File: config.mk
export PLATFORM = sky130hd
export DESIGN_NAME = vid_line_composer
export DESIGN_NICKNAME = d
export VERILOG_FILES = /design/src/rtl/vid_line_composer.sv
export SDC_FILE = /design/constraint.sdc
export NUM_CORES = 1
export LEC_CHECK = 0
export BUFFER_PORTS_ARGS = -buffer_cell sky130_fd_sc_hd__buf_2
export CAP_MARGIN = 20
export CORE_UTILIZATION = 54
export DETAILED_ROUTE_END_ITERATION = 10
export PLACE_DENSITY = 0.86
export SYNTH_ARGS = -nofsm -noshare
export SYNTH_HDL_FRONTEND = slang
export SYNTH_SLANG_ARGS = --single-unit
File: constraint.sdc
create_clock -name iCLK -period 2.95 [get_ports iCLK]
set_clock_uncertainty 0.05 [all_clocks]
set_input_delay 0.295 -clock iCLK [delete_from_list [all_inputs] [get_ports iCLK]]
set_output_delay 0.295 -clock iCLK [all_outputs]
set_load 0.02 [all_outputs]
File: src/rtl/vid_line_composer.sv
// rtl/vid_line_composer.sv - per-line pixel source: background with one overlaid window
// Optional 8x8 checker inside the window when built with VID_LINE_CHECKER_EN.
module vid_line_composer #(
  parameter int H_ACTIVE = 640,
  parameter int XW       = 10,
  parameter int YW       = 10
) (
  input  logic          iCLK,
  input  logic          iRESET,
  input  logic          iLINE_REQ,
  input  logic [YW-1:0] iLINE_Y,
  input  logic [14:0]   iBG_RGB,
  input  logic [14:0]   iFG_RGB,
  input  logic [XW-1:0] iWIN_X0,
  input  logic [XW-1:0] iWIN_X1,
  input  logic [YW-1:0] iWIN_Y0,
  input  logic [YW-1:0] iWIN_Y1,
  input  logic          iCHECK_ON,
  input  logic          iPIX_FULL,
  output logic          oPIX_START,
  output logic          oPIX_WRITE,
  output logic [14:0]   oPIX_RGB,
  output logic          oBUSY,
  output logic          oLINE_DONE
);

  typedef enum logic [1:0] {S_IDLE, S_START, S_RUN, S_DONE} state_t;

  state_t        state, state_nx;
  logic [XW-1:0] x;
  logic [YW-1:0] s_y, s_y0, s_y1;
  logic [XW-1:0] s_x0, s_x1;
  logic [14:0]   s_bg, s_fg;
  logic          in_win, use_fg, last_px, wr;
  logic [14:0]   pix;

  assign wr      = (state == S_RUN) && !iPIX_FULL;
  assign last_px = (x == XW'(H_ACTIVE - 1));

  always_ff @(posedge iCLK) begin
    if (iRESET) state <= S_IDLE;
    else        state <= state_nx;
  end

  always_comb begin
    state_nx = state;
    case (state)
      S_IDLE:  if (iLINE_REQ) state_nx = S_START;
      S_START: state_nx = S_RUN;
      S_RUN:   if (wr && last_px) state_nx = S_DONE;
      default: state_nx = S_IDLE;
    endcase
  end

  always_comb begin
    oPIX_START = (state == S_START);
    oPIX_WRITE = wr;
    oBUSY      = (state != S_IDLE);
    oLINE_DONE = (state == S_DONE);
    oPIX_RGB   = (state == S_RUN) ? pix : 15'd0;
  end

  // Shadow copies make the line immune to config changes after the request.
  always_ff @(posedge iCLK) begin
    if (iRESET) begin
      x    <= '0;
      s_y  <= '0;
      s_y0 <= '0;
      s_y1 <= '0;
      s_x0 <= '0;
      s_x1 <= '0;
      s_bg <= '0;
      s_fg <= '0;
    end else begin
      if (state == S_IDLE && iLINE_REQ) begin
        s_y  <= iLINE_Y;
        s_y0 <= iWIN_Y0;
        s_y1 <= iWIN_Y1;
        s_x0 <= iWIN_X0;
        s_x1 <= iWIN_X1;
        s_bg <= iBG_RGB;
        s_fg <= iFG_RGB;
      end
      if (state == S_START)  x <= '0;
      else if (wr)           x <= x + 1'b1;
    end
  end

  assign in_win = (x >= s_x0) && (x <= s_x1) && (s_y >= s_y0) && (s_y <= s_y1);

`ifdef VID_LINE_CHECKER_EN
  logic s_chk;

  always_ff @(posedge iCLK) begin
    if (iRESET)                            s_chk <= 1'b0;
    else if (state == S_IDLE && iLINE_REQ) s_chk <= iCHECK_ON;
  end

  assign use_fg = in_win && !(s_chk && (x[3] ^ s_y[3]));
`else
  logic unused_check_on;

  assign unused_check_on = iCHECK_ON;
  assign use_fg          = in_win;
`endif

  assign pix = use_fg ? s_fg : s_bg;

endmodule
==> metrics.txt <==
# TYPE chip_impl_metric gauge
chip_impl_info{name="outcome",value="complete, but fails checks"} 1
chip_impl_info{name="failing_checks",value="negative setup slack"} 1
chip_impl_metric{name="tritoncts_sink_count",unit=""} 92
chip_impl_metric{name="power.ir.vdd_worst",unit="mV"} 0.423
chip_impl_metric{name="design.final.nets",unit=""} 818
chip_impl_metric{name="syn_avg_cell_area",unit="um^2"} 7.68
chip_impl_info{name="synth_largest_area_cell",value="dfxtp_1"} 1
chip_impl_metric{name="maxClockFrequency",unit="GHz"} 0.324
chip_impl_metric{name="period_needed",unit="ns"} 3.09
chip_impl_metric{name="p_leak",unit="uW"} 0.00240
chip_impl_info{name="holdCritPathClass",value="primary input to flip-flop"} 1
chip_impl_metric{name="report.final.slew_viol_count",unit=""} 0
chip_impl_metric{name="area.sequential",unit="mm^2"} 0.00187
chip_impl_metric{name="relSlewSlack",unit=""} 0.692
chip_impl_metric{name="cts-buffers-inserted",unit=""} 9
chip_impl_metric{name="synthToLayoutAreaGrowth",unit="%"} 25.2
chip_impl_metric{name="antenna_cells",unit=""} 0
chip_impl_metric{name="crit_required",unit="ns"} 2.61
chip_impl_metric{name="synth_sequential_area_ratio",unit=""} 0.404
chip_impl_metric{name="synthXorXnorAreaFrac",unit=""} 0.0134
chip_impl_metric{name="mappedNetlistArea",unit="mm^2"} 0.00456
chip_impl_info{name="post-synth-top-count-cell",value="nand2_1"} 1
chip_impl_metric{name="multiInputGateArea",unit="mm^2"} 0.00258
chip_impl_info{name="crit_path_capture_type",value="output port"} 1
chip_impl_metric{name="layout.core_utilization",unit=""} 0.695
chip_impl_metric{name="edff_count_synth",unit=""} 0
chip_impl_metric{name="synthesis.yosys.warnings",unit=""} 0
chip_impl_metric{name="fillers",unit=""} 610
chip_impl_metric{name="setup_ws",unit="ns"} -0.139
chip_impl_metric{name="cts.htree.levels",unit=""} 3
chip_impl_metric{name="synth-seq-cells",unit=""} 92
chip_impl_metric{name="drv.max_cap_violation_count",unit=""} 0
chip_impl_metric{name="finalWeightedCongestion",unit=""} 0.816
chip_impl_metric{name="r2r_slack",unit="ns"} 0.38
chip_impl_metric{name="final.period_utilization",unit=""} 1.05
chip_impl_metric{name="worst-slew-pin-transition",unit="ns"} 0.461
chip_impl_metric{name="number_of_global_route_vias_before_repair",unit=""} 4076
chip_impl_info{name="crit_path_start_kind",value="flip-flop"} 1
chip_impl_metric{name="dp_hpwl",unit="um"} 7470
chip_impl_metric{name="ys_types",unit=""} 37
chip_impl_metric{name="synth_fa_ha_area_frac",unit=""} 0.123
chip_impl_metric{name="routedWlPerCell",unit="um"} 14.1
chip_impl_metric{name="insertion_delay",unit="ns"} 0.36
chip_impl_metric{name="die_width",unit="um"} 93.9
chip_impl_metric{name="count_of_hold_buffers_inserted_by_post_cts_repair",unit=""} 0
chip_impl_metric{name="first_pass_grt_wire_length",unit="um"} 17700
chip_impl_metric{name="post-synth-top-area-fraction",unit=""} 0.404
chip_impl_metric{name="critical_path.max_fanout",unit=""} 8
chip_impl_info{name="tritoncts",value="yes"} 1
chip_impl_metric{name="grt_start_max_net_pins",unit=""} 69
chip_impl_metric{name="syn-instance-count",unit=""} 594
chip_impl_info{name="synth_common_cells",value="nand2_1 (198), a21oi_1 (93), dfxtp_1 (92)"} 1
chip_impl_metric{name="clk_slew_on_worst_s_h_paths",unit="ns"} 0.09
chip_impl_metric{name="antenna_violations_before_repair",unit=""} 0
chip_impl_metric{name="drt_first_pass_iters",unit=""} 4
chip_impl_info{name="clock-root-buffer",value="clkbuf_8"} 1
chip_impl_metric{name="top_level_ports",unit=""} 104
chip_impl_metric{name="setup_tns",unit="ns"} -1.38
chip_impl_metric{name="drt_drc_violations_left",unit=""} 0
chip_impl_metric{name="place.port_buffers",unit=""} 102
chip_impl_metric{name="post_route_cells_drive_above_1_share",unit=""} 0.258
chip_impl_metric{name="synth-compound-area-share",unit=""} 0.145
chip_impl_metric{name="muxShareOfSynthArea",unit=""} 0.0373
chip_impl_info{name="ys_top_cells_by_area",value="dfxtp_1 (40%), nand2_1 (16%), ha_1 (12%)"} 1
chip_impl_metric{name="vias",unit=""} 4317
chip_impl_metric{name="fraction_of_the_mapped_netlist_area_in_simple_logic_gates",unit=""} 0.214
chip_impl_metric{name="drt_iter0_drc",unit=""} 161
chip_impl_metric{name="power.density",unit="mW/mm^2"} 762
chip_impl_metric{name="overflow",unit=""} 0
chip_impl_info{name="critPathKind",value="flip-flop to output port"} 1
chip_impl_metric{name="num_rows",unit=""} 33
chip_impl_metric{name="ant_nets",unit=""} 0
chip_impl_metric{name="report.final.hold_viol_count",unit=""} 0
chip_impl_info{name="largest_family_of_logic_cells_by_synthesized_area",value="simple AND/OR/NAND/NOR gates"} 1
chip_impl_metric{name="setup_viol",unit=""} 15
chip_impl_metric{name="floorplan.die_area",unit="mm^2"} 0.00882
chip_impl_metric{name="drt_wl_total",unit="um"} 11200
chip_impl_metric{name="dieHeight",unit="um"} 93.9
chip_impl_info{name="ys.flop_type",value="dfxtp_1"} 1
chip_impl_metric{name="final.hold.worst_slack",unit="ns"} 0.109
chip_impl_info{name="rsz0062_at_grt",value="true"} 1
chip_impl_metric{name="coreArea",unit="mm^2"} 0.00822
chip_impl_metric{name="floorplan.initialDensity",unit=""} 0.555
chip_impl_metric{name="synth.net_count",unit=""} 724
chip_impl_metric{name="max-clock-path-buffers",unit=""} 2
chip_impl_metric{name="synth-async-reset-ratio",unit=""} 0
chip_impl_metric{name="via_per_inst",unit=""} 5.41
chip_impl_metric{name="cp.arrival",unit="ns"} 2.74
chip_impl_metric{name="grt_usage",unit=""} 0.257
flip-flops by register name, indices dropped and copies added (netlist names):
signal  flops
s_x0       10
state       2
s_y        10
s_fg       15
s_bg       15
x          10
s_y0       10
s_x1       10
s_y1       10
worst max-delay path: stages (launching register included):
cell	delay, ns
dfxtp_4	0.36
ha_4	0.24
and4_1	0.23
a221o_1	0.30
o22a_1	0.23
a2111oi_4	0.31
buf_6	0.18
buf_12	0.14
mux2i_1	0.23
buf_4	0.17
placed cells by master (no fill, tap or decap), types with 6 or more instances in the layout:
cell type,instances
buf_4,21
nor2_1,16
dfxtp_2,13
nand2_1,197
mux2i_1,16
dfxtp_1,75
a21oi_1,89
o21ai_0,6
clkbuf_8,10
inv_1,37
inv_2,6
ha_4,8
nand4_1,8
buf_2,89
ha_1,37
layer usage:
metal  wire, um  track usage  share of wire  up-vias
met2       5720        0.439           0.51      131
met3        646       0.0647          0.057       24
li1           -            -              -     2130
met4        246        0.115          0.022        0
met5          0            0              0        -
met1       4620        0.302           0.41     2032
final timing paths:
kind,startpoint,end,cells past startpoint
max,x[8],oPIX_RGB[13],9
min,iWIN_X1[9],s_x1[9],3
max reg2reg,state[0],state[0],8
min reg2reg,s_bg[0],s_bg[0],2
final cells by class:
| class | count | share of cell area |
|---|---|---|
| clock buffers | 12 | 0.0254 |
| clock inverters | 4 | 0.0210 |
| inverters | 43 | 0.0283 |
| multi-input cells | 427 | 0.452 |
| flip-flops and latches | 92 | 0.328 |
| well taps | 105 | 0.0230 |
| repair buffers | 115 | 0.123 |
cell families (layout without fill, tap and decap cells):
group / after synthesis / after routing
adder cells (fa/ha/maj): 45 / 45
AO/OA/AOI/OAI: 117 / 117
flip-flops: 92 / 92
multiplexers: 17 / 17
XOR/XNOR: 7 / 7
buffers and inverters: 75 / 174
AND/OR/NAND/NOR: 241 / 241
report_power, final:
part	leakage, uW	internal [uW]	total (uW)	switching [uW]
Sequential	0.000762	1460	1600	138
Combinational	0.00151	676	1650	972
Clock	0.000131	673	1110	434
what timing repair did:
action | CTS | global route
resized for setup | 29 | 32
gates cloned | 1 | 0
pin swaps | 9 | 6
hold endpoints to repair | 0 | 0
endpoints found under the setup margin | 15 | 15
buffers inserted | 1 | 4
per-stage QoR:
step | total power, uW | setup WS [ns] | cell area [um^2] | instances
6_report | 4350 | -0.139 | 5710 | 798
5_1_grt | 4610 | -0.269 | 5710 | 798
4_1_cts | 4310 | -0.139 | 5580 | 794
3_5_place_dp | 3080 | 0.140 | 5170 | 776
3_3_place_gp | 3000 | 0.198 | 5170 | 776
2_1_floorplan | 2660 | 0.0781 | 4560 | 594
Power figures use the tool's default switching activity.
